### config.mk
export PLATFORM = sky130hd
export DESIGN_NAME = async_up_ct
export DESIGN_NICKNAME = d
export VERILOG_FILES = /design/src/rtl/ct_pkg.sv /design/src/rtl/async_up_ct.sv
export SDC_FILE = /design/constraint.sdc
export NUM_CORES = 1
export LEC_CHECK = 0
export CORE_AREA = 4 4 41 43
export DETAILED_ROUTE_END_ITERATION = 16
export DIE_AREA = 0 0 45 47
export GPL_TIMING_DRIVEN = 1
export PLACE_DENSITY = 0.62
export SYNTH_ARGS = -nofsm -noshare
export SYNTH_HDL_FRONTEND = slang
export SYNTH_SLANG_ARGS = --single-unit
### constraint.sdc
create_clock -name clk -period 1.4 [get_ports clk]
set_clock_uncertainty 0.1 [all_clocks]
set_input_delay 0.35 -clock clk [delete_from_list [all_inputs] [get_ports clk]]
set_output_delay 0.35 -clock clk [all_outputs]
set_load 0.005 [all_outputs]
### src/rtl/ct_pkg.sv
// Shared definitions for the up-counter: FSM state encoding and the
// sat_mode constants.
package ct_pkg;

    typedef enum logic [1:0] {
        IDLE = 2'd0,
        RUN  = 2'd1,
        SAT  = 2'd2
    } ct_state_t;

    localparam logic MODE_WRAP = 1'b0;
    localparam logic MODE_SAT  = 1'b1;

endpackage

### src/rtl/async_up_ct.sv
// Loadable up-counter with wrap or saturate at MAX.
// It also has a registered wrap pulse and a sticky overflow flag.
module async_up_ct
    import ct_pkg::*;
#(
    parameter int WIDTH = 3
) (
    input  logic             clk,
    input  logic             areset_n,
    input  logic             load,
    input  logic [WIDTH-1:0] data,
    input  logic             en,
    input  logic             sat_mode,
    input  logic             ovf_clr,
    output logic [WIDTH-1:0] q,
    output logic             wrap,
    output logic             ovf,
    output logic             busy
);

    localparam logic [WIDTH-1:0] MAX = {WIDTH{1'b1}};

    ct_state_t        state_q, state_d;
    logic [WIDTH-1:0] cnt_q, cnt_d;
    logic             wrap_q, wrap_d;
    logic             ovf_q, ovf_d;
    logic             busy_q, busy_d;
    logic             ovf_set;

    always_comb begin
        state_d = state_q;
        cnt_d   = cnt_q;
        wrap_d  = 1'b0;
        ovf_set = 1'b0;

        unique case (state_q)
            IDLE: begin
                if (load) begin
                    state_d = RUN;
                    cnt_d   = data;
                end else if (en) begin
                    state_d = RUN;
                    cnt_d   = cnt_q + WIDTH'(1);
                end
            end
            RUN: begin
                if (load) begin
                    cnt_d = data;
                end else if (en) begin
                    if (cnt_q != MAX) begin
                        cnt_d = cnt_q + WIDTH'(1);
                    end else if (sat_mode == MODE_SAT) begin
                        ovf_set = 1'b1;
                        state_d = SAT;
                    end else begin
                        cnt_d   = '0;
                        wrap_d  = 1'b1;
                        ovf_set = 1'b1;
                    end
                end
            end
            SAT: begin
                // Pinned at MAX until a load reopens counting.
                if (load) begin
                    state_d = RUN;
                    cnt_d   = data;
                end
            end
            default: begin
                state_d = IDLE;
                cnt_d   = '0;
            end
        endcase

        // A new overflow wins over a coincident clear.
        if (ovf_set) begin
            ovf_d = 1'b1;
        end else if (ovf_clr) begin
            ovf_d = 1'b0;
        end else begin
            ovf_d = ovf_q;
        end

        busy_d = (state_d == RUN);
    end

    always_ff @(posedge clk or negedge areset_n) begin
        if (!areset_n) begin
            state_q <= IDLE;
            cnt_q   <= '0;
            wrap_q  <= 1'b0;
            ovf_q   <= 1'b0;
            busy_q  <= 1'b0;
        end else begin
            state_q <= state_d;
            cnt_q   <= cnt_d;
            wrap_q  <= wrap_d;
            ovf_q   <= ovf_d;
            busy_q  <= busy_d;
        end
    end

    assign q    = cnt_q;
    assign wrap = wrap_q;
    assign ovf  = ovf_q;
    assign busy = busy_q;

endmodule
## Yosys cells after proc, flatten, opt, wreduce, memory -nomap -nowiden

Cells that the tools add are included.

| storage, ports and cells | value |
|---|---|
| logic and storage cells | 44 |
| bits in registers | 8 |
| output and inout port bits | 6 |
| input port bits | 9 |

| operators by class | value |
|---|---|
| add/sub/neg operators | 1 |
| muxes and demuxes | 27 |
| reduce and logical (&&, ||, !) cells | 3 |
| equality and inequality tests | 8 |

Operators by type and width:

| operator | number |
|---|---|
| two-way mux 3 bit | 7 |
| two-way mux 2 bit | 7 |
| two-way mux 1 bit | 11 |
| inequality test 3 bit (second input constant) | 3 |
| case mux 3 bit (3 select lines) | 1 |
| case mux 2 bit (3 select lines) | 1 |
| == test 2 x 1 -> 1 bit (second input constant) | 2 |
| inequality test 4 bit (second input constant) | 1 |
| AND reduction 4 bit | 1 |
| adder 3 x 1 -> 3 bit (second input constant) | 1 |
| == test 2 bit (second input constant) | 1 |
| zero test 2 bit | 1 |
| inequality test 2 bit (second input constant) | 1 |
| nonzero test 2 bit | 1 |

## Depth between registers and ports, before layout

Gate-level depths: netlist (run 1).

| depth | value |
|---|---|
| depth in word-level cells | 6 |
| depth in mapped cells | 5 |
| gate-level depth less buffers | 5 |

## Worst setup path before layout (run 1)

OpenSTA, ideal clock, no wires.

| path | value |
|---|---|
| path kind | register to register |
| start point | register cnt_q[0], in the netlist q[0] |
| end point | register cnt_q[2], in the netlist q[2] |
| buffers on the path | 0 |
| cell stages (with the launch flop) | 6 |
| clock period less this slack | 1.566 ns |
| arrival time | 1.341 ns |
| slack | -0.166 ns |
| path through | dfrtp_1 ha_1 ha_1 nand3_2 a21o_1 mux2_4 |

| between the ends | value |
|---|---|
| word-level cells in the longest chain between the ends | 5 |

Ends and longest elaborated chain:

| what | line | source |
|---|---|---|
| from (decl) | async_up_ct.sv:24 | `logic [WIDTH-1:0] cnt_q, cnt_d;` |
| from (signal assigned) | async_up_ct.sv:96 | `cnt_q <= cnt_d;` |
| adder 3 x 1 -> 3 bit / inequality test 3 bit (equally long branches) | async_up_ct.sv:43, async_up_ct.sv:51, async_up_ct.sv:50 |  |
| two-way mux 3 bit | async_up_ct.sv:50 | `if (cnt_q != MAX) begin` |
| two-way mux 3 bit | async_up_ct.sv:49 | `end else if (en) begin` |
| two-way mux 3 bit | async_up_ct.sv:47 | `if (load) begin` |
| case mux 3 bit (3 select lines) | async_up_ct.sv:36 | `unique case (state_q)` |

Parallel ways exist; a longest one is shown, timed or not. The select of a mux whose other input is x is not followed.
A chain may end at the register's enable or synchronous reset.

## Worst setup path in the final report (run 1)

Same ends and word-level chain as after synthesis.

==> flow_metrics.tcl, run 1 <==
set metrics [dict create \
    wirelength_um 1200 \
    cts-root-buf "clkbuf_4" \
    intPower_mw 0.645 \
    maxCapViolCount 0 \
    drive_above_1_share_pct 43.1 \
    crit_chain "buf_6 -> ha_4 -> ha_4 -> nand3_2 -> a21o_1 -> mux2_4" \
    globalplace.congestion 0.735 \
    drcViolationCount 0 \
    synth_area_leader_cell "dfrtp_1" \
    ys_seq_elements 8 \
    cts_sinks 8 \
    max_stage_delay_ps 390 \
    antenna_cells 0 \
    reg2reg_slack_ps -150 \
    worstPathArrival_ps 1600 \
    synth_area_leaders "dfrtp_1, ha_1, a2bb2oi_1, a211oi_1, a21o_1" \
    synth-warning-count 0 \
    peakVddDrop_uv 434 \
    cts.path.max_buffers 2 \
    cp_max_fo 3 \
    crit_family "flip-flops" \
    endpoint "q[2]" \
    r2r_cells 6 \
    setup_tns_ps -614 \
    final_antenna_net_count 0 \
    avgViaCountPerCell 5.28 \
    fin_crit_ps 1550 \
    cp-startpoint "q[0]" \
    most-common-layout-cells "buf_4, dfrtp_1, clkdlybuf4s50_1" \
    worst_path_most_repeated_cell "ha_4" \
    cp.depth 6 \
    grt_max_degree 9 \
    min_path_type "in2async" \
    cts_hold_buf 0 \
    rows 13 \
    place_area_sq_um 699 \
    setup_viol 6 \
    post-route-util_pct 60.5 \
    dp_hpwl_um 904 \
    layout.nets 85 \
    path_buf_inv 1 \
    grt_pass1_wl_um 1920 \
    worst_slack_ps -153 \
    start_util_pct 34.0 \
    rsz0062_at_grt "yes" \
    p_seq_share_pct 33.1 \
    cts_tree "built" \
    switching_share_pct 30.5 \
    status "finished, violations left" \
    die_h_um 47 \
    antenna_found_initial 0 \
    hold_viol 0 \
    switching_power_mw 0.284 \
    final_cells 87 \
    clkPwrFrac_pct 19.4 \
    worstSkewPairLatency_ps 260 \
    p_leak_nw 0.347 \
    grt_pass1_vias 452 \
    p_comb_share_pct 47.5 \
    core_region_area_sq_mm 0.00130 \
    first_pass_iters 1 \
    grt_use_total_pct 13.3 \
    dp.cells 82 \
    r2r_end "q[2]" \
    crit_slowest_cell "dfrtp_1" \
    num_vias 459 \
    slew_violations 0 \
    synth_area_per_cell_sq_um 10.5 \
    reg2reg_from "q[0]" \
    ios 15 \
    fin_crit_sh_pct 111 \
    drt_iter0_markers 0 \
    syn-num-nets 53 \
    h-tree-depth 1 \
    postSynthCellCount 42 \
    cp-end-kind "register" \
    yosysSeqAreaShare_pct 45.2 \
    fp.dieW_um 45 \
    path_clk_slew_ps 50 \
    relSlewSlack_pct 75.9 \
    fin_area_sq_um 787 \
    worstSetupPathType "reg2reg" \
    synthesis.area_sq_um 443 \
    start_kind "register" \
    cts_made_buffers 3 \
    wire_per_inst_um 13.7 \
    worst_pin_slew_ps 361 \
    dieArea_sq_mm 0.00212 \
    p_per_area_mw_per_mm2 1180 \
    synth_cell_type_count 25 \
    grt_overflow 0 \
    crit_required_ps 1440 \
    max_freq_mhz 644 \
    synthToLayoutAreaGrowth_pct 77.7 \
    violations "negative setup slack" \
    synth_top_area_share_pct 45.2 \
    mostFrequentLayoutCell "buf_4" \
    port_buffers 14 \
]
==> registers in the layout, summed over array words and instances (netlist names) <==
register / cells
ovf: 1
busy: 1
wrap: 1
q: 3
state_q: 2
==> cell families after synthesis <==
| group | synth area share (%) |
|---|---|
| AOI/OAI and AO/OA | 21.5 |
| and+or+nand+nor | 18.6 |
| DFF | 45.2 |
| buffers and inverters | 3.39 |
| muxes | 5.65 |
| adders and majority gates | 5.65 |
==> how the worst min path moves through the flow <==
stage	start	to	slack [ps]	depth (start not counted)
6_report	areset_n	state_q[1]	270	1
5_1_grt	areset_n	ovf	280	1
4_1_cts	areset_n	state_q[1]	270	1
3_5_place_dp	ovf	ovf	430	2
3_3_place_gp	ovf	ovf	420	2
2_1_floorplan	areset_n	busy	-50	0
==> power groups by stage <==
stage	Sequential (mW)	Clock (mW)	Combinational (mW)
2_1_floorplan	0.322	0	0.157
3_3_place_gp	0.317	0	0.370
3_5_place_dp	0.318	0	0.368
4_1_cts	0.305	0.190	0.424
5_1_grt	0.313	0.205	0.476
6_report	0.307	0.180	0.441
==> area by class of cell <==
cell class | instances | area, sq um
sequential | 8 | 200
timing repair buffer | 28 | 248
multi-input combinational | 32 | 294
clock buffer | 3 | 22.5
tap | 15 | 18.8
inverter | 1 | 3.75
fill | 114 | 514
==> stage by stage <==
| step | total power [mW] | worst slack [ps] | hold slack, ps |
|---|---|---|---|
| floorplan | 0.479 | -77.0 | -45.6 |
| global placement | 0.687 | -310 | 421 |
| detailed placement | 0.685 | -335 | 428 |
| CTS | 0.919 | -154 | 269 |
| global route | 0.994 | -189 | 282 |
| finish | 0.929 | -153 | 269 |
==> synthesized netlist by cell type (all sizes together) <==
master and count:
and2b 1, a21o 2, nor2b 2, ha 2, nand3 3, inv 1
dfrtp 8, nand2 1, a2bb2oi 2, nand2b 1, nor3 1, and3 1
a211oi 2, mux2i 1, nor2 3, a31oi 2, a21oi 2, o21ai 2
mux2 1, o22ai 1, buf 1, o2bb2ai 1, nand3b 1
==> repair_timing <==
item / in CTS / in global routing
cloned: 0 / 0
pin swaps: 3 / 5
resized for setup: 14 / 6
setup buffers: 4 / 0
setup endpoints to repair: 11 / 10
==> routing by layer <==
layer | GRT usage (%) | vias to the layer above | part of all wire, %
met5 | 0 | - | 0
met4 | 13.5 | 0 | 3.3
met3 | 3.83 | 6 | 3.0
met2 | 19.5 | 10 | 50
met1 | 15.1 | 222 | 43
li1 | - | 221 | -
==> worst register-to-register path: cells and delay by family (launching register included) <==
family | cells | cell delay, ps
flops | 1 | 390
simple gates | 1 | 70
mux | 1 | 300
buf+inv | 1 | 120
compound gates | 1 | 160
fa+ha+maj | 2 | 310
(Power assumes the default switching activity.)
==> run 2: changes to the inputs <==
--- a/config.mk
+++ b/config.mk
@@ -7,8 +7,10 @@
 export LEC_CHECK = 0
 export CORE_AREA = 4 4 41 43
+export CTS_CLUSTER_DIAMETER = 60
 export DETAILED_ROUTE_END_ITERATION = 16
 export DIE_AREA = 0 0 45 47
 export GPL_TIMING_DRIVEN = 1
 export PLACE_DENSITY = 0.62
+export SLEW_MARGIN = 20
 export SYNTH_ARGS = -nofsm -noshare
 export SYNTH_HDL_FRONTEND = slang
==> constraint.sdc (replaced) <==
create_clock -name clk -period 1.4 [get_ports clk]
set_clock_uncertainty 0.1 [all_clocks]
set_input_delay 0.21 -clock clk [delete_from_list [all_inputs] [get_ports clk]]
set_output_delay 0.21 -clock clk [all_outputs]
set_load 0.005 [all_outputs]
==> run 2 against run 1 <==
Compared with the run above: the run still ends with negative setup slack left; critical path depth decreased by 1; sequential share of layout area increased by 1.2 points; first-iteration DRC count increased by 7; die area unchanged; clock power about the same; largest cell class unchanged.
==> flow_metrics.tcl, run 2 (synthesis results as in run 1) <==
set metrics [dict create \
    hold_viol 0 \
    rsz0062_at_grt "yes" \
    reg2reg_from "q[1]" \
    largest_reg_flops 3 \
    crit_slowest_cell "dfrtp_1" \
    worstSkewPairLatency_ps 260 \
    synthToLayoutAreaGrowth_pct 69.5 \
    maxCapViolCount 0 \
    slew_violations 0 \
    port_buffers 14 \
    multi_input_area_sq_um 264 \
    fin_crit_ps 1470 \
    h-tree-depth 1 \
    crit_required_ps 1450 \
    cts.path.max_buffers 2 \
    grt_use_total_pct 12.4 \
    r2r_end "q[2]" \
    p_leak_nw 0.340 \
    cts-root-buf "clkbuf_4" \
    violations "negative setup slack" \
    grt_max_degree 9 \
    most-common-layout-cells "buf_4, dfrtp_1, clkdlybuf4s50_1" \
    cp_max_fo 3 \
    holdWs_ps 135 \
    worst_pin_slew_ps 383 \
    antenna_cells 0 \
    max_freq_mhz 678 \
    path_clk_slew_ps 60 \
    peakVddDrop_uv 572 \
    worst_slack_ps -74.8 \
    power_mw 0.865 \
    crit_chain "ha_2 -> ha_4 -> nand3_4 -> a21o_1 -> mux2_4" \
    num_vias 453 \
    rows 13 \
    cts_sinks 8 \
    cp-end-kind "register" \
    drcViolationCount 0 \
    r2r_cells 5 \
    layout.nets 85 \
    fin_crit_sh_pct 105 \
    dieArea_sq_mm 0.00212 \
    drt_iter0_markers 7 \
    p_per_area_mw_per_mm2 1150 \
    max_stage_delay_ps 380 \
    register_area_sq_um 200 \
    avgViaCountPerCell 5.21 \
    endpoint "q[2]" \
    nFillCells 127 \
    grt_overflow 0 \
    worstSetupPathType "reg2reg" \
    start_kind "register" \
    drive_above_1_share_pct 34.7 \
    ios 15 \
    worstPathArrival_ps 1520 \
    grt_pass1_wl_um 1860 \
    first_pass_iters 4 \
    dp_slack_ps -184 \
    dp_hpwl_um 863 \
    grt_pass1_vias 470 \
    cts_hold_buf 0 \
    wire_per_inst_um 12.8 \
    cts_made_buffers 3 \
    relSlewSlack_pct 74.4 \
    final_antenna_net_count 0 \
    globalplace.congestion 0.742 \
    post-route-util_pct 57.7 \
    status "finished, violations left" \
    die_h_um 47 \
    min_path_type "in2async" \
    wirelength_um 1120 \
    setup_viol 4 \
    reg2reg_slack_ps -70 \
    start_util_pct 34.0 \
    fp.dieW_um 45 \
    cts_tree "built" \
    cp-startpoint "q[1]" \
    mostFrequentLayoutCell "buf_4" \
    antenna_found_initial 0 \
    core_region_area_sq_mm 0.00130 \
]
==> run 2: changes by cell type in the layout (fill, tap and decap cells not counted), moves of 2 or more <==
cell / delta
a2bb2oi_1: +2
buf_6: -3
a2bb2oi_2: -2
buf_4: +2
==> run 2: routing by layer <==
metal	vias up	track usage (%)	part of all wire (%)
li1	217	-	-
met1	218	13.7	45
met2	12	20.6	48
met3	6	1.53	3.2
met4	0	11.7	3.2
met5	-	0	0
==> run 2: metrics by stage <==
step                      cell area (sq um)  std cells  TNS [ps]
final                                   751         87      -183
after global routing                    751         87      -412
after floorplan                         462         42     -77.0
after detailed placement                707         83      -557
after global placement                  707         83      -459
after CTS                               741         87      -171
==> run 2: worst min-delay path by stage <==
stage | from | endpoint | slack (ps)
after global placement | areset_n | busy | 420
after detailed placement | areset_n | busy | 420
after floorplan | areset_n | busy | -190
after global routing | areset_n | state_q[1] | 170
after CTS | areset_n | state_q[1] | 150
final | areset_n | state_q[1] | 140
==> run 2: area by class of cell <==
type	instances	share of cell area (%)
Clock buffer	3	3.00
Inverter	1	0.500
Multi-Input combinational cell	32	35.2
Sequential cell	8	26.7
Tap cell	15	2.50
Timing Repair Buffer	28	32.2
==> run 2: worst max-delay path, delay by kind of cell, from the launching register on <==
family,cells,cell delay [ps]
flops,1,380
fa+ha+maj,2,370
compound gates,1,150
simple gates,1,60
mux,1,300
==> run 2: timing repair <==
item,CTS,global route
setup endpoints to repair,10,6
gates resized for setup,7,2
buffers inserted,1,0
pin swaps,1,3
cloned,0,0
==> run 2: report_power, final <==
part | switching [mW] | total (mW) | leakage [nW] | internal (mW)
Sequential | 0.0264 | 0.300 | 0.0947 | 0.274
Combinational | 0.151 | 0.385 | 0.232 | 0.234
Clock | 0.0814 | 0.180 | 0.0138 | 0.0983
Total | 0.258 | 0.865 | 0.340 | 0.606
==> run 3: changes to the inputs <==
Settings changed: REMOVE_ABC_BUFFERS set to 1.
==> run 3 against run 2 <==
Compared with the run above: the run still ends with negative setup slack left; sequential power hardly changed; power rose by 4.8%; fmax fell by 3.2%; register-to-register slack got worse by 50 ps; core utilization rose by 0.96 points; setup slack worse by 49 ps; count of clock-buffer cells in the layout did not move; global-route usage grew 1.2 points; first-iteration DRC count unchanged; non-clock buffer count is 3 lower; cell count shrank 3.4%; critical path type unchanged; highest routed layer unchanged.
==> flow_metrics.tcl, run 3 (synthesis results as in run 1) <==
set metrics [dict create \
    p_comb_share_pct 47.0 \
    maxCapViolCount 0 \
    start_util_pct 34.0 \
    worst_pin_slew_ps 405 \
    nFillCells 121 \
    switching_share_pct 31.2 \
    violations "negative setup slack" \
    peakVddDrop_uv 612 \
    grt_max_degree 9 \
    p_per_area_mw_per_mm2 1190 \
    cp_max_fo 4 \
    power_mw 0.906 \
    crit_family "flip-flops" \
    clkPwrFrac_pct 19.6 \
    wire_per_inst_um 15.6 \
    final_cells 84 \
    grt_pass1_wl_um 1990 \
    worstSkewPairLatency_ps 250 \
    worst_slack_ps -124 \
    first_pass_iters 3 \
    cts_tree "built" \
    core_region_area_sq_mm 0.00130 \
    port_buffers 14 \
    cts_made_buffers 3 \
    crit_chain "ha_2 -> ha_4 -> nand3_4 -> a21o_1 -> mux2_4" \
    path_buf_inv 0 \
    dp_hpwl_um 829 \
    multi_input_area_sq_um 295 \
    wirelength_um 1310 \
    num_vias 441 \
    dieArea_sq_mm 0.00212 \
    relSlewSlack_pct 72.9 \
    cts_hold_buf 0 \
    crit_slowest_cell "dfrtp_1" \
    avgViaCountPerCell 5.25 \
    max_freq_mhz 656 \
    synthToLayoutAreaGrowth_pct 72.3 \
    hold_viol 0 \
    worstPathArrival_ps 1550 \
    fin_crit_ps 1520 \
    globalplace.congestion 0.778 \
    antenna_found_initial 0 \
    ios 15 \
    final_antenna_net_count 0 \
    intPower_mw 0.623 \
    worstSetupPathType "reg2reg" \
    grt_pass1_vias 436 \
    dp.cells 80 \
    min_path_type "in2async" \
    p_seq_share_pct 33.5 \
    max_stage_delay_ps 390 \
    crit_required_ps 1430 \
    grt_use_total_pct 13.6 \
    setup_viol 3 \
    fp.dieW_um 45 \
    mostFrequentLayoutCell "buf_4" \
    grt_overflow 0 \
    rows 13 \
    largest_reg_flops 3 \
    cts.path.max_buffers 2 \
    register_area_sq_um 200 \
    most-common-layout-cells "buf_4, dfrtp_1, clkdlybuf4s50_1" \
    start_kind "register" \
    p_leak_nw 0.342 \
    switching_power_mw 0.283 \
    cts-root-buf "clkbuf_4" \
    antenna_cells 0 \
    drive_above_1_share_pct 37.7 \
    h-tree-depth 1 \
    cts_sinks 8 \
    drt_iter0_markers 7 \
    rsz0062_at_grt "yes" \
    slew_violations 0 \
    fin_crit_sh_pct 109 \
    cp-end-kind "register" \
    drcViolationCount 0 \
    status "finished, violations left" \
    layout.nets 82 \
    die_h_um 47 \
    path_clk_slew_ps 60 \
]
run 3: cell types whose count changed in the layout (fill, tap and decap cells not counted):
cell            delta
buf_4              -3
a2bb2oi_2          +2
dlymetal6s2s_1     +1
a21oi_4            +1
a21oi_2            -1
and3_4             +1
a31oi_2            +1
a31oi_1            -1
and3_1             -1
dlygate4sd2_1      -1
a2bb2oi_1          -2
run 3: timing repair:
item,CTS,global route
endpoints found under the setup margin,10,7
setup buffers,1,0
gates resized for setup,11,7
pin swaps,4,1
run 3: routing by layer:
metal / global-route usage [%] / vias up / wire [um]
li1: - / 215 / -
met1: 17.6 / 208 / 630
met2: 20.3 / 16 / 599
met3: 4.60 / 2 / 69
met4: 6.43 / 0 / 10
met5: 0 / - / 0
run 3: metrics by stage:
stage | utilization, % | TNS (ps) | hold WS [ps] | area [sq um] | worst slack (ps)
6_report | 58.7 | -286 | 155 | 763 | -124
5_1_grt | 58.7 | -398 | 158 | 763 | -144
4_1_cts | 55.7 | -196 | 156 | 724 | -100
3_5_place_dp | 51.2 | -789 | 421 | 666 | -175
3_3_place_gp | 51.2 | -793 | 418 | 666 | -161
2_1_floorplan | - | -327 | -186 | 432 | -166
run 3: final cells by class:
cell class / count / share of cell area (%)
Sequential cell: 8 / 26.2
Tap cell: 15 / 2.46
Clock buffer: 3 / 2.95
Timing Repair Buffer: 25 / 29.2
Inverter: 1 / 0.492
Multi-Input combinational cell: 32 / 38.7
run 3: final timing paths:
check                      endpoint  slack, ps  cells past startpoint      from
min in group clk                ovf        420                      2       ovf
hold / removal                 busy        150                      1  areset_n
max in group asynchronous      q[0]        760                      1  areset_n
hold reg to reg                 ovf        420                      2       ovf
setup / recovery               q[2]       -120                      5      q[1]
setup reg to reg               q[2]       -120                      5      q[1]
run 3: power groups by stage:
| stage | clock (mW) | sequential (mW) | combinational, mW |
|---|---|---|---|
| finish | 0.177 | 0.303 | 0.426 |
| global route | 0.203 | 0.306 | 0.461 |
| CTS | 0.183 | 0.301 | 0.400 |
| detailed placement | 0 | 0.308 | 0.342 |
| global placement | 0 | 0.307 | 0.344 |
| floorplan | 0 | 0.314 | 0.133 |
